## src/rtl/mem_port_arbiter_if.sv

```systemverilog
// Bundle of the requester-side and memory-side signals of mem_port_arbiter.
//   master : the environment (pipeline requesters plus the SRAM). It drives the
//            requests and mem_rdata, and observes grants, responses and the
//            memory command.
//   slave  : the arbiter itself.
// Signals:
//   req_valid/req_ready  per-channel request handshake
//   req_we               per-channel byte enables, channel i at [i*DW/8 +: DW/8]
//   req_addr/req_wdata   per-channel address and write data, packed by channel
//   resp_valid           one-hot response strobe to the owning channel
//   resp_rdata           shared response data
//   mem_en/mem_we/mem_addr/mem_wdata  memory command
//   mem_rdata            memory read data
interface mem_port_arbiter_if #(
  parameter int NCH = 2,
  parameter int AW  = 32,
  parameter int DW  = 32
);
  logic [NCH-1:0]        req_valid;
  logic [NCH-1:0]        req_ready;
  logic [NCH*DW/8-1:0]   req_we;
  logic [NCH*AW-1:0]     req_addr;
  logic [NCH*DW-1:0]     req_wdata;
  logic [NCH-1:0]        resp_valid;
  logic [DW-1:0]         resp_rdata;
  logic                  mem_en;
  logic [DW/8-1:0]       mem_we;
  logic [AW-1:0]         mem_addr;
  logic [DW-1:0]         mem_wdata;
  logic [DW-1:0]         mem_rdata;

  modport master (
    output req_valid, req_we, req_addr, req_wdata, mem_rdata,
    input  req_ready, resp_valid, resp_rdata, mem_en, mem_we, mem_addr, mem_wdata
  );

  modport slave (
    input  req_valid, req_we, req_addr, req_wdata, mem_rdata,
    output req_ready, resp_valid, resp_rdata, mem_en, mem_we, mem_addr, mem_wdata
  );
endinterface

```

## src/rtl/mem_port_arbiter.sv

```systemverilog
// Shares one SRAM-style memory port between NCH pipeline requesters.
// Arbitration is combinational (fixed priority or round-robin), one access is
// issued per cycle, and responses are routed back in issue order after LAT
// cycles through a small shift pipeline of {valid, chan_id, is_write}.
// Ports:
//   clk     rising-edge clock
//   resetn  asynchronous active-low reset
//   bus     mem_port_arbiter_if slave modport (requests, responses, memory)
module mem_port_arbiter #(
  parameter int NCH       = 2,
  parameter int AW        = 32,
  parameter int DW        = 32,
  parameter int LAT       = 1,
  parameter int PRIO_MODE = 0
) (
  input logic               clk,
  input logic               resetn,
  mem_port_arbiter_if.slave bus
);
  localparam int BW = DW / 8;
  localparam int CW = (NCH > 1) ? $clog2(NCH) : 1;

  logic [CW-1:0] rr_ptr;
  logic          fix_any, rr_any, gnt_any;
  logic [CW-1:0] fix_idx, rr_idx, gnt_idx;

  logic [BW-1:0] sel_we;
  logic [AW-1:0] sel_addr;
  logic [DW-1:0] sel_wdata;

  logic [LAT-1:0] pipe_v;
  logic [LAT-1:0] pipe_w;
  logic [CW-1:0]  pipe_c [LAT];

  // Fixed priority: scanning downwards leaves the lowest valid index.
  always_comb begin
    fix_any = 1'b0;
    fix_idx = '0;
    for (int i = NCH - 1; i >= 0; i--) begin
      if (bus.req_valid[i]) begin
        fix_any = 1'b1;
        fix_idx = CW'(i);
      end
    end
  end

  // Round-robin: offsets are scanned from farthest to nearest so the channel
  // closest after rr_ptr is the one left standing.
  always_comb begin
    rr_any = 1'b0;
    rr_idx = '0;
    for (int k = NCH; k >= 1; k--) begin
      for (int i = 0; i < NCH; i++) begin
        if (bus.req_valid[i] && (((int'(rr_ptr) + k) % NCH) == i)) begin
          rr_any = 1'b1;
          rr_idx = CW'(i);
        end
      end
    end
  end

  // Grants are suppressed combinationally while reset is held.
  assign gnt_any = resetn & ((PRIO_MODE == 1) ? rr_any : fix_any);
  assign gnt_idx = (PRIO_MODE == 1) ? rr_idx : fix_idx;

  always_comb begin
    bus.req_ready = '0;
    sel_we        = '0;
    sel_addr      = '0;
    sel_wdata     = '0;
    for (int i = 0; i < NCH; i++) begin
      if (gnt_any && (gnt_idx == CW'(i))) begin
        bus.req_ready[i] = 1'b1;
        sel_we           = bus.req_we[i*BW +: BW];
        sel_addr         = bus.req_addr[i*AW +: AW];
        sel_wdata        = bus.req_wdata[i*DW +: DW];
      end
    end
  end

  assign bus.mem_en    = resetn & (|bus.req_valid);
  assign bus.mem_we    = sel_we;
  assign bus.mem_addr  = sel_addr;
  assign bus.mem_wdata = sel_wdata;

  always_ff @(posedge clk or negedge resetn) begin
    if (!resetn) begin
      pipe_v <= '0;
      pipe_w <= '0;
      for (int s = 0; s < LAT; s++) begin
        pipe_c[s] <= '0;
      end
      rr_ptr <= CW'(NCH - 1);
    end else begin
      pipe_v[0] <= gnt_any;
      pipe_w[0] <= |sel_we;
      pipe_c[0] <= gnt_idx;
      for (int s = 1; s < LAT; s++) begin
        pipe_v[s] <= pipe_v[s-1];
        pipe_w[s] <= pipe_w[s-1];
        pipe_c[s] <= pipe_c[s-1];
      end
      if (gnt_any) begin
        rr_ptr <= gnt_idx;
      end
    end
  end

  always_comb begin
    bus.resp_valid = '0;
    for (int i = 0; i < NCH; i++) begin
      bus.resp_valid[i] = pipe_v[LAT-1] && (pipe_c[LAT-1] == CW'(i));
    end
  end

  // Writes get an acknowledge with zero data; memory data only passes for reads.
  assign bus.resp_rdata = (pipe_v[LAT-1] && !pipe_w[LAT-1]) ? bus.mem_rdata : '0;

endmodule

```

## src/flat_wrapper.sv

```systemverilog
// flat-port wrapper written by rule: the top's interface ports become plain ports
module mem_port_arbiter_flat 
#(
  parameter int NCH       = 2,
  parameter int AW        = 32,
  parameter int DW        = 32,
  parameter int LAT       = 1,
  parameter int PRIO_MODE = 0
)
  (clk, resetn, bus_req_valid, bus_req_we, bus_req_addr, bus_req_wdata, bus_mem_rdata, bus_req_ready, bus_resp_valid, bus_resp_rdata, bus_mem_en, bus_mem_we, bus_mem_addr, bus_mem_wdata);
  mem_port_arbiter_if #(.NCH(NCH), .AW(AW), .DW(DW)) bus_i ();
  input logic clk;
  input logic resetn;
  input wire logic [$bits(bus_i.req_valid)-1:0] bus_req_valid;
  input wire logic [$bits(bus_i.req_we)-1:0] bus_req_we;
  input wire logic [$bits(bus_i.req_addr)-1:0] bus_req_addr;
  input wire logic [$bits(bus_i.req_wdata)-1:0] bus_req_wdata;
  input wire logic [$bits(bus_i.mem_rdata)-1:0] bus_mem_rdata;
  output wire logic [$bits(bus_i.req_ready)-1:0] bus_req_ready;
  output wire logic [$bits(bus_i.resp_valid)-1:0] bus_resp_valid;
  output wire logic [$bits(bus_i.resp_rdata)-1:0] bus_resp_rdata;
  output wire logic [$bits(bus_i.mem_en)-1:0] bus_mem_en;
  output wire logic [$bits(bus_i.mem_we)-1:0] bus_mem_we;
  output wire logic [$bits(bus_i.mem_addr)-1:0] bus_mem_addr;
  output wire logic [$bits(bus_i.mem_wdata)-1:0] bus_mem_wdata;
  assign bus_i.req_valid = bus_req_valid;
  assign bus_i.req_we = bus_req_we;
  assign bus_i.req_addr = bus_req_addr;
  assign bus_i.req_wdata = bus_req_wdata;
  assign bus_i.mem_rdata = bus_mem_rdata;
  assign bus_req_ready = bus_i.req_ready;
  assign bus_resp_valid = bus_i.resp_valid;
  assign bus_resp_rdata = bus_i.resp_rdata;
  assign bus_mem_en = bus_i.mem_en;
  assign bus_mem_we = bus_i.mem_we;
  assign bus_mem_addr = bus_i.mem_addr;
  assign bus_mem_wdata = bus_i.mem_wdata;
  mem_port_arbiter #(.NCH(NCH), .AW(AW), .DW(DW), .LAT(LAT), .PRIO_MODE(PRIO_MODE)) u_core (.clk(clk), .resetn(resetn), .bus(bus_i));
endmodule
```

## config.mk

```make
export PLATFORM = sky130hd
export DESIGN_NAME = mem_port_arbiter_flat
export DESIGN_NICKNAME = d
export VERILOG_FILES = /design/src/rtl/mem_port_arbiter_if.sv /design/src/rtl/mem_port_arbiter.sv /design/src/flat_wrapper.sv
export SDC_FILE = /design/constraint.sdc
export NUM_CORES = 1
export LEC_CHECK = 0
export ABC_AREA = 1
export CELL_PAD_IN_SITES_DETAIL_PLACEMENT = 1
export CELL_PAD_IN_SITES_GLOBAL_PLACEMENT = 1
export CORE_AREA = 2 2 108 110
export DETAILED_ROUTE_END_ITERATION = 8
export DIE_AREA = 0 0 110 112
export DONT_BUFFER_PORTS = 1
export HOLD_SLACK_MARGIN = 0.05
export PLACE_DENSITY_LB_ADDON = 0.3
export SLEW_MARGIN = 20
export SYNTH_ARGS = -nofsm -noshare
export SYNTH_HDL_FRONTEND = slang
export SYNTH_SLANG_ARGS = --single-unit
```

## constraint.sdc

```tcl
create_clock -name clk -period 1.52 [get_ports clk]
set_input_delay 0.228 -clock clk [delete_from_list [all_inputs] [get_ports clk]]
set_output_delay 0.228 -clock clk [all_outputs]
set_load 0.02 [all_outputs]
```

Yosys cells after proc, flatten, opt, wreduce, memory -nomap -nowiden

Index checks and enable logic that the tools add are counted.
W data, S select, Z words.

Register bits: 3
Word-level logic and storage cells: 27

Multiplexer cells: 12
Bitwise operators: 4
Reduce and logical (&&, ||, !) cells: 8

Operators with widths:

| cell                | number |
|---|---|
| $mux W32            | 5 |
| $mux W4             | 2 |
| $logic_and A1 B1 Y1 | 5 |
| $mux W1             | 5 |
| $reduce_or A4 Y1    | 1 |
| $and A1 B1 Y1       | 2 |
| $not A1 Y1          | 2 |
| $reduce_or A2 Y1    | 1 |
| $logic_not A1 Y1    | 1 |

Longest topological paths before layout

Gate-level depths: netlist of run 1.

Depth after elaboration: 7
Mapped depth: 8
Gate-level depth less buffers: 7

Least setup slack after synthesis of run 1

OpenSTA, ideal clock, no wires.

Kind: reg2out
Start: register u_core.pipe_v
End: output port bus_resp_rdata[10]
Arrival: 1.197 ns
Data required time: 1.292 ns
Path slack: 0.095 ns
Cell stages (with the launch flop): 6
Path buffers: 2
Path through: dfrtp_1 > inv_1 > or2_2 > clkbuf_1 > buf_2 > nor2_1

Longest elaborated chain between the ends: 2

Ends and longest elaborated chain:

| what                              | line                    | source |
|---|---|---|
| from (decl)                       | mem_port_arbiter.sv:31  | `logic [LAT-1:0] pipe_v;` |
| from (signal, indexed assignment) | mem_port_arbiter.sv:99  | `pipe_v[s] <= pipe_v[s-1];` |
| $logic_and A1 B1 Y1               | mem_port_arbiter.sv:117 | `assign bus.resp_rdata = (pipe_v[LAT-1] && !pipe_w[LAT-1]) ? bus.mem_rdata : '0;` |
| $mux W32                          | mem_port_arbiter.sv:117 |  |
| to (decl)                         | flat_wrapper.sv:21      | `output wire logic [$bits(bus_i.resp_rdata)-1:0] bus_resp_rdata;` |

Every way passes these cells.

Worst setup path after layout of run 1

Start: register u_core.pipe_w
End: output port bus_resp_rdata[26]

Longest elaborated chain between the ends: 3

Ends and longest elaborated chain:

| what                              | line                    | source |
|---|---|---|
| from (decl)                       | mem_port_arbiter.sv:32  | `logic [LAT-1:0] pipe_w;` |
| from (signal, indexed assignment) | mem_port_arbiter.sv:100 | `pipe_w[s] <= pipe_w[s-1];` |
| $logic_not A1 Y1                  | mem_port_arbiter.sv:117 |  |
| $logic_and A1 B1 Y1               | mem_port_arbiter.sv:117 |  |
| $mux W32                          | mem_port_arbiter.sv:117 |  |

Every way passes these cells.

==> impl_metrics.py, run 1 <==
metrics = {
    "outcome": {
        "status": "completed",
    },
    "finish": {
        "post-route-util": 0.1591,
        "layout_common_cells": "203 x nand2_1, 37 x buf_4, 35 x inv_1, 35 x nor2_1, 4 x nand3_1",
        "fin_cells": 477,
        "area_delta_synth_final_pct": 39.59,
        "final_common_cell": "nand2_1",
        "fillers": 1495,
        "final_cell_area_um2": 1778,
        "multiInputGateArea_um2": 974.7,
        "diodes": 0,
        "nNetsFinal": 507,
        "drive_gt1_frac": 0.1557,
        "seqCellArea_um2": 75.07,
    },
    "job": {
        "cap_violations": 0,
    },
    "logic_synthesis": {
        "synth.distinct_cells": 13,
        "synthCells": 306,
        "yosys_warnings": 0,
        "syn-num-nets": 478,
        "synth_top_cell_by_area": "nand2_1",
        "postSynthAreaPerCell_um2": 4.162,
        "synth-seq-cells": 3,
        "synth_area_um2": 1274,
        "ys_seq_area_frac": 0.05894,
        "synth_top_area_share": 0.5982,
        "synthTopCellsByArea": "nand2_1 60%, inv_1 11%, nor2_1 11%, dfrtp_1 5.9%, buf_4 4.1%",
    },
    "critical_path": {
        "critical_path_required_ns": 1.29,
        "path_max_fanout": 16,
        "startpoint": "u_core.pipe_w$_DFF_PN0_",
        "setup.worst_path.end_class": "output pin",
        "crit_end": "bus_resp_rdata[26]",
        "cp.arrival_ns": 1.26,
        "startpoint_type": "register",
        "crit_type": "reg -> out",
    },
    "placed_design": {
        "placement.io_buffers": 0,
        "routabilityCongestion": 0.7560,
        "placed_area_um2": 1667,
        "place_inst": 470,
        "dp_hpwl_um": 5295,
    },
    "detailed_routing": {
        "vias": 1903,
        "totalWireLength_um": 6385,
        "drt_first_iter_violations": 60,
        "dr.pass1.iters": 4,
        "postRouteAntennaNets": 0,
        "viasPerCell": 3.990,
        "remaining_drc_errors": 0,
        "wl_per_cell_um": 13.39,
    },
    "sta": {
        "max_freq_mhz": 673.4,
        "max_slew_margin": 0.6968,
        "setup_viol": 0,
        "finalCriticalPeriod_ns": 1.485,
        "tightestPinTransition_ns": 0.4531,
        "slew_viol_final": 0,
        "min_period_over_period": 0.9770,
        "finalSetupTns_ns": 0,
        "hold_viol_final": 0,
    },
    "clock_tree": {
        "h-tree-depth": 1,
        "cts_sinks": 3,
        "cts_root_buffer": "clkbuf_16",
        "path_clk_slew_ns": 0.03,
        "tritoncts": "done",
        "cts_buffer_depth": 2,
        "cts_buffers": 3,
    },
    "pwr": {
        "switching_share": 0.4700,
        "power_mw": 1.104,
        "switchingPower_mw": 0.5188,
        "power.leakage_nw": 1.167,
        "intPower_mw": 0.5850,
        "power_frac_comb": 0.541,
        "peakVddDrop_mv": 0.2642,
        "powerDensity_nw_per_um2": 620.8,
        "seqPwrFrac": 0.085,
        "p_clk_frac": 0.374,
    },
    "global_route": {
        "grt_first_pass_wirelength_um": 7990,
        "antenna_found_initial": 0,
        "grt_use_total": 0.08335,
        "grt_start_max_net_pins": 65,
        "grt_remaining_overflow": 0,
        "first_global_vias": 1641,
    },
    "floorplanning": {
        "io_pins": 277,
        "die_height_um": 112,
        "start_util": 0.1140,
        "die_w_um": 110,
        "coreArea_um2": 11170,
        "die_area_um2": 12320,
        "fp-row-count": 39,
    },
    "worst_hold_path": {
        "min_path_type": "in -> reg",
    },
}
[cell usage after synthesis]
cell type and count:
buf_1 1, buf_2 8, buf_4 7, clkbuf_1 2
dfrtp_1 3, inv_1 36, inv_2 2, nand2_1 203
nand2_2 1, nand3_1 4, nor2_1 36, nor2_4 2
or2_2 1
[kinds of logic after synthesis]
family | Yosys count | share of synthesized area
AND/OR/NAND/NOR | 247 | 0.7475
buffers and inverters | 56 | 0.1935
flip-flops | 3 | 0.05894
[worst max-delay path: stages, from the launching register on]
cell and delay (ns):
dfrtp_1 0.41, or2_4 0.35, nor2_1 0.12, buf_4 0.15
[worst min path at each step]
| stage | depth (start not counted) | start | to |
|---|---|---|---|
| 6_report | 2 | resetn | u_core.pipe_v$_DFF_PN0_ |
| 3_5_place_dp | 0 | resetn | u_core.pipe_v$_DFF_PN0_ |
| 5_1_grt | 2 | resetn | u_core.pipe_v$_DFF_PN0_ |
| 4_1_cts | 2 | resetn | u_core.pipe_v$_DFF_PN0_ |
| 3_3_place_gp | 0 | resetn | u_core.pipe_w$_DFF_PN0_ |
| 2_1_floorplan | 0 | resetn | u_core.pipe_c$_DFF_PN0_ |
[metrics by stage]
stage | hold slack [ns] | worst slack [ns]
finish | 0.1802 | 0.03492
global route | 0.1831 | -0.003401
global placement | -0.06736 | 0.1010
CTS | 0.1784 | 0.01310
floorplan | -0.06759 | 0.09527
detailed placement | -0.06736 | 0.05398
[flip-flops by register name (all words and copies together), names as in the netlist]
signal / cells
u_core.pipe_w: 1
u_core.pipe_v: 1
u_core.pipe_c: 1
[per-layer routing]
metal,part of all wire,track usage
met5,0,0
met4,0.0053,0.01519
met3,0.13,0.02400
met2,0.54,0.1689
met1,0.32,0.08080
[repair_timing]
| action | CTS | global route |
|---|---|---|
| gates cloned | 0 | 2 |
| pin swaps | 0 | 2 |
| endpoints found under the hold margin | 3 | 0 |
| setup buffers | 0 | 0 |
| hold buffers | 1 | 0 |
| endpoints found under the setup margin | 32 | 32 |
| gates resized for setup | 1 | 4 |
[cell type report]
cell class,count,share of cell area
Clock buffer,4,0.04433
Inverter,38,0.08023
Sequential cell,3,0.04222
Timing Repair Buffer,40,0.1844
Multi-Input combinational cell,249,0.5482
Tap cell,143,0.1006
[power by group through the flow]
stage | combinational (mW) | sequential [mW] | clock (mW)
after floorplan | 0.460 | 0.0896 | 0
after global placement | 0.580 | 0.0899 | 0
after detailed placement | 0.588 | 0.0902 | 0
after CTS | 0.594 | 0.0898 | 0.418
after global routing | 0.654 | 0.0946 | 0.426
final | 0.597 | 0.0939 | 0.413
(Power assumes the default switching activity.)
==> run 2, diff against run 1 <==
--- a/config.mk
+++ b/config.mk
@@ -5,7 +5,6 @@
 export SDC_FILE = /design/constraint.sdc
 export NUM_CORES = 1
 export LEC_CHECK = 0
-export ABC_AREA = 1
 export CELL_PAD_IN_SITES_DETAIL_PLACEMENT = 1
 export CELL_PAD_IN_SITES_GLOBAL_PLACEMENT = 1
 export CORE_AREA = 2 2 108 110
==> run 2 against run 1 <==
Against the previous run: wire length fell by 19%; area after synthesis down 16%; synthesized cell count decreased by 55%; largest power group unchanged; combinational power shrank 19%; highest routed layer unchanged; sequential share of layout area is 1.2 points higher; utilization shrank 3.6 points; largest cell class unchanged.
==> impl_metrics.py, run 2 <==
metrics = {
    "clock_tree": {
        "h-tree-depth": 1,
        "path_clk_slew_ns": 0.03,
        "cts_buffer_depth": 2,
        "cts_buffers": 3,
        "tritoncts": "done",
        "cts_root_buffer": "clkbuf_16",
        "cts_sinks": 3,
        "post-cts-setup-buffer-count": 0,
    },
    "detailed_routing": {
        "vias": 1260,
        "viasPerCell": 4.565,
        "totalWireLength_um": 5195,
        "drt_first_iter_violations": 37,
        "wl_per_cell_um": 18.82,
        "postRouteAntennaNets": 0,
        "remaining_drc_errors": 0,
        "dr.pass1.iters": 4,
    },
    "global_route": {
        "first_global_vias": 1042,
        "grt_remaining_overflow": 0,
        "grt_first_pass_wirelength_um": 6320,
        "grt_start_max_net_pins": 43,
        "grt_use_total": 0.06858,
        "antenna_found_initial": 0,
    },
    "job": {
        "cap_violations": 0,
    },
    "finish": {
        "reg_top3": "u_core.pipe_c (1), u_core.pipe_v (1), u_core.pipe_w (1)",
        "diodes": 0,
        "layout_common_cells": "64 x a22o_1, 34 x and2_2, 4 x nand2_1, 4 x nand3_1, 4 x buf_12",
        "area_delta_synth_final_pct": 29.11,
        "fillers": 1304,
        "drive_gt1_frac": 0.3459,
        "seqCellArea_um2": 75.07,
        "final_common_cell": "a22o_1",
        "nNetsFinal": 306,
        "multiInputGateArea_um2": 919.6,
    },
    "logic_synthesis": {
        "synth-seq-cells": 3,
        "ys_seq_area_frac": 0.07042,
        "synth_area_um2": 1066,
        "synth.distinct_cells": 15,
        "ys.flop_type": "dfrtp_1",
        "synth_top_cell_by_area": "a22o_1",
        "synthCells": 137,
        "yosys_warnings": 0,
        "postSynthAreaPerCell_um2": 7.781,
        "synth_edf_count": 0,
        "synthTopCellsByArea": "a22o_1 53%, and2_1 21%, dfrtp_1 7.0%, buf_6 5.3%, buf_2 3.3%",
        "synth-async-reset-ratio": 1.000,
        "syn-num-nets": 309,
        "synthTopCellsByCount": "64 x a22o_1, 35 x and2_1, 7 x buf_2",
        "synth_top_area_share": 0.5258,
        "synth.most_common_cell": "a22o_1",
    },
    "pwr": {
        "powerDensity_nw_per_um2": 718.3,
        "power_mw": 0.9885,
        "peakVddDrop_mv": 0.2328,
        "power.leakage_nw": 0.5215,
    },
    "placed_design": {
        "routabilityCongestion": 0.7671,
        "placement.io_buffers": 0,
        "dp_hpwl_um": 4539,
    },
    "floorplanning": {
        "io_pins": 277,
        "die_height_um": 112,
        "die_area_um2": 12320,
        "die_w_um": 110,
        "start_util": 0.09540,
        "fp-row-count": 39,
        "coreArea_um2": 11170,
    },
    "critical_path": {
        "cp.arrival_ns": 1.19,
        "startpoint_type": "register",
        "setup.worst_path.end_class": "output pin",
        "path_max_fanout": 32,
        "critical_path_required_ns": 1.29,
        "crit_type": "reg -> out",
    },
    "sta": {
        "tightestPinTransition_ns": 0.4619,
        "max_slew_margin": 0.6900,
        "setup_viol": 0,
        "rsz0062_at_grt": "false",
        "finalCriticalPeriod_ns": 1.415,
        "slew_viol_final": 0,
        "max_freq_mhz": 706.7,
        "hold_viol_final": 0,
        "holdWs_ns": 0.08427,
        "finalSetupTns_ns": 0,
        "min_period_over_period": 0.9310,
    },
    "outcome": {
        "status": "completed",
    },
    "worst_hold_path": {
        "min_path_type": "in -> reg",
    },
}
==> run 2: cell count changes after synthesis, moves of 2 or more <==
cell	previous run	this run
nor2b_1	0	3
nand2_1	203	4
and2_1	0	35
inv_2	2	0
buf_4	7	1
nor2_1	36	0
o21ai_1	0	3
nor2_4	2	0
a22o_1	0	64
inv_1	36	0
clkbuf_1	2	4
buf_6	0	5
==> run 2: logic make-up (layout without fill, tap and decap cells) <==
| kind of cell | count (synthesis) | count (layout) | synth area share |
|---|---|---|---|
| buf+inv | 17 | 13 | 0.1068 |
| flops | 3 | 3 | 0.07042 |
| compound gates | 69 | 69 | 0.5516 |
| simple gates | 48 | 48 | 0.2711 |
==> run 2: power breakdown <==
group,leakage (nW),internal [mW],switching [mW]
Combinational,0.447,0.154,0.332
Sequential,0.0366,0.0869,0.00284
Clock,0.0382,0.346,0.0680
Total,0.522,0.586,0.402
==> run 2: critical path: stages, from the launching register on <==
cell	delay (ns)
dfrtp_1	0.35
nor2b_1	0.16
buf_6	0.20
and2_2	0.24
==> run 2: metal layers <==
metal / vias to the layer above / part of all wire / global-route usage
li1: 525 / - / -
met1: 585 / 0.40 / 0.09552
met2: 148 / 0.50 / 0.1108
met3: 2 / 0.096 / 0.01171
met4: 0 / 0.0037 / 0.01266
met5: - / 0 / 0
==> run 2: worst paths after layout <==
path                       cells past startpoint                     from  slack (ns)                       to
worst max-delay path                           3  u_core.pipe_v$_DFF_PN0_        0.10       bus_resp_rdata[23]
worst min-delay path                           1         bus_req_valid[0]        0.08  u_core.pipe_c$_DFF_PN0_
max in group asynchronous                      1                   resetn        1.09  u_core.pipe_w$_DFF_PN0_
min in group asynchronous                      1                   resetn        0.27  u_core.pipe_c$_DFF_PN0_
==> run 2: area by class of cell <==
type | count | area share
multi-input cells | 117 | 0.6682
well taps | 143 | 0.1300
repair buffers | 9 | 0.09000
clock buffers | 4 | 0.05727
flip-flops and latches | 3 | 0.05455
==> run 2: what timing repair did <==
item                                    4_1_cts  5_1_grt
hold buffers                                  1        0
hold endpoints to repair                      3        0
endpoints found under the setup margin        0       32
resized for setup                             0       33
==> run 2: through the flow <==
stage	utilization	worst slack, ns	area [um^2]	instances
6_report	0.1232	0.1049	1376	276
2_1_floorplan	-	0.1939	1066	137
5_1_grt	0.1232	0.009267	1376	276
4_1_cts	0.1192	0.02163	1333	276
3_3_place_gp	0.1113	0.2013	1244	271
3_5_place_dp	0.1113	0.1550	1244	271
==> run 3, diff against run 2 <==
--- a/config.mk
+++ b/config.mk
@@ -7,9 +7,9 @@
 export LEC_CHECK = 0
 export CELL_PAD_IN_SITES_DETAIL_PLACEMENT = 1
 export CELL_PAD_IN_SITES_GLOBAL_PLACEMENT = 1
-export CORE_AREA = 2 2 108 110
+export CORE_AREA = 2 2 107 109
 export DETAILED_ROUTE_END_ITERATION = 8
-export DIE_AREA = 0 0 110 112
+export DIE_AREA = 0 0 109 111
 export DONT_BUFFER_PORTS = 1
 export HOLD_SLACK_MARGIN = 0.05
 export PLACE_DENSITY_LB_ADDON = 0.3
==> constraint.sdc (replaced) <==
create_clock -name clk -period 1.3 [get_ports clk]
set_input_delay 0.195 -clock clk [delete_from_list [all_inputs] [get_ports clk]]
set_output_delay 0.195 -clock clk [all_outputs]
set_load 0.02 [all_outputs]
==> run 3 against run 2 <==
Against the previous run: the run now ends with negative setup slack left; die area decreased by 1.8%; critical endpoint is now bus_resp_rdata[7]; largest power group unchanged; global-route usage up 0.49 points; flip-flop and latch count is the same; highest routed layer is now met3.
==> impl_metrics.py, run 3 (synthesized netlist as in run 2, its figures left out) <==
metrics = {
    "placed_design": {
        "placement.io_buffers": 0,
        "routabilityCongestion": 0.8413,
        "dp_hpwl_um": 4471,
        "placed_area_um2": 1249,
    },
    "pwr": {
        "intPower_mw": 0.7465,
        "powerDensity_nw_per_um2": 783.7,
        "peakVddDrop_mv": 0.4015,
        "switching_share": 0.3963,
        "power.leakage_nw": 0.6392,
        "p_clk_frac": 0.395,
        "switchingPower_mw": 0.4900,
        "power_mw": 1.237,
        "seqPwrFrac": 0.086,
        "power_frac_comb": 0.518,
    },
    "finish": {
        "final_cell_area_um2": 1578,
        "layout_common_cells": "46 x a22o_2, 23 x and2_2, 11 x a22o_4, 11 x and2_4, 9 x buf_4",
        "drive_gt1_frac": 0.7842,
        "nNetsFinal": 312,
        "area_delta_synth_final_pct": 48.00,
        "diodes": 0,
        "reg_top3": "u_core.pipe_c (1), u_core.pipe_v (1), u_core.pipe_w (1)",
        "final_common_cell": "a22o_2",
        "post-route-util": 0.1424,
        "fillers": 1280,
    },
    "critical_path": {
        "crit_chain": "nor2b_4 > buf_6 > and2_2",
        "crit_type": "reg -> out",
        "critPathTopFamily": "flip-flops",
        "crit_slowest_cell": "dfrtp_1",
        "critical_path_required_ns": 1.11,
        "critPathBufInv": 1,
        "path_max_fanout": 16,
        "startpoint_type": "register",
        "setup.worst_path.end_class": "output pin",
        "slowest_delay_ns": 0.38,
        "startpoint": "u_core.pipe_w$_DFF_PN0_",
        "cp.depth": 3,
        "cp.arrival_ns": 1.16,
    },
    "sta": {
        "rsz0062_at_grt": "true",
        "min_period_over_period": 1.040,
        "max_slew_margin": 0.7843,
        "hold_viol_final": 0,
        "setup_viol": 32,
        "tightestPinTransition_ns": 0.3235,
        "setup_slack_ns": -0.05149,
        "finalCriticalPeriod_ns": 1.351,
        "slew_viol_final": 0,
        "max_freq_mhz": 739.9,
    },
    "global_route": {
        "grt_use_met2": 0.1263,
        "antenna_found_initial": 0,
        "top_usage_layer": "met2",
        "grt_remaining_overflow": 0,
        "grt_first_pass_wirelength_um": 6651,
        "met3_usage": 0.02704,
        "grt_start_max_net_pins": 62,
        "grt_use_total": 0.07346,
        "use_met1": 0.08725,
        "first_global_vias": 1144,
    },
    "floorplanning": {
        "die_w_um": 109,
        "fp-row-count": 39,
        "start_util": 0.09624,
        "die_area_um2": 12100,
        "die_height_um": 111,
        "io_pins": 277,
        "coreArea_um2": 11080,
    },
    "worst_hold_path": {
        "min_path_type": "in -> async",
    },
    "clock_tree": {
        "cts_buffer_depth": 2,
        "tritoncts": "done",
        "cts_root_buffer": "clkbuf_16",
        "cts_sinks": 3,
        "cts_buffers": 3,
        "post-cts-setup-buffer-count": 0,
        "h-tree-depth": 1,
        "path_clk_slew_ns": 0.03,
    },
    "detailed_routing": {
        "vias": 1258,
        "remaining_drc_errors": 0,
        "viasPerCell": 4.461,
        "totalWireLength_um": 5756,
        "drt_first_iter_violations": 16,
        "wl_per_cell_um": 20.41,
        "postRouteAntennaNets": 0,
        "dr.pass1.iters": 4,
    },
    "job": {
        "cap_violations": 0,
    },
    "outcome": {
        "status": "finished, violations left",
        "violations": "negative setup slack",
    },
}
## run 3: cell count changes in the layout (fill, tap and decap cells not counted), sizes merged
cell         change
buf              +5
dlygate4sd3      +1
## run 3: metal layers
layer	vias up	part of all wire
met5	-	0
met4	0	0
met3	0	0.12
met2	143	0.52
met1	574	0.36
li1	541	-
## run 3: stage by stage
stage / instances / setup WS [ns] / setup TNS [ns] / hold slack [ns]
after floorplan: 137 / 0.006861 / 0 / -0.1006
after global placement: 275 / 0.03372 / 0 / -0.1003
after detailed placement: 275 / -0.0003891 / -0.0003891 / -0.1003
after CTS: 282 / -0.06704 / -1.879 / 0.2247
after global routing: 282 / -0.1143 / -3.773 / 0.2318
final: 282 / -0.05149 / -1.212 / 0.2236
## run 3: final timing paths
check / to / slack [ns]
max in group asynchronous: u_core.pipe_c$_DFF_PN0_ / 0.94
min in group clk: u_core.pipe_v$_DFF_PN0_ / 0.24
worst min-delay path: u_core.pipe_v$_DFF_PN0_ / 0.22
worst max-delay path: bus_resp_rdata[7] / -0.05
## run 3: layout make-up
class,instances,area (um^2),area share
Multi-Input combinational cell,117,1095,0.6939
Tap cell,143,178.9,0.1134
Timing Repair Buffer,15,150.1,0.09516
Clock buffer,4,78.83,0.04996
Sequential cell,3,75.07,0.04758
## run 3: power by group through the flow
stage          combinational, mW  sequential, mW  clock [mW]
6_report                   0.641           0.107       0.489
5_1_grt                    0.678           0.107       0.517
4_1_cts                    0.595           0.107       0.499
3_5_place_dp               0.553           0.106           0
3_3_place_gp               0.549           0.106           0
2_1_floorplan              0.491           0.105           0
## run 3: timing repair
action	CTS	global route
gates cloned	1	0
setup endpoints to repair	32	89
gates resized for setup	44	61
hold buffers	2	0
endpoints found under the hold margin	4	0
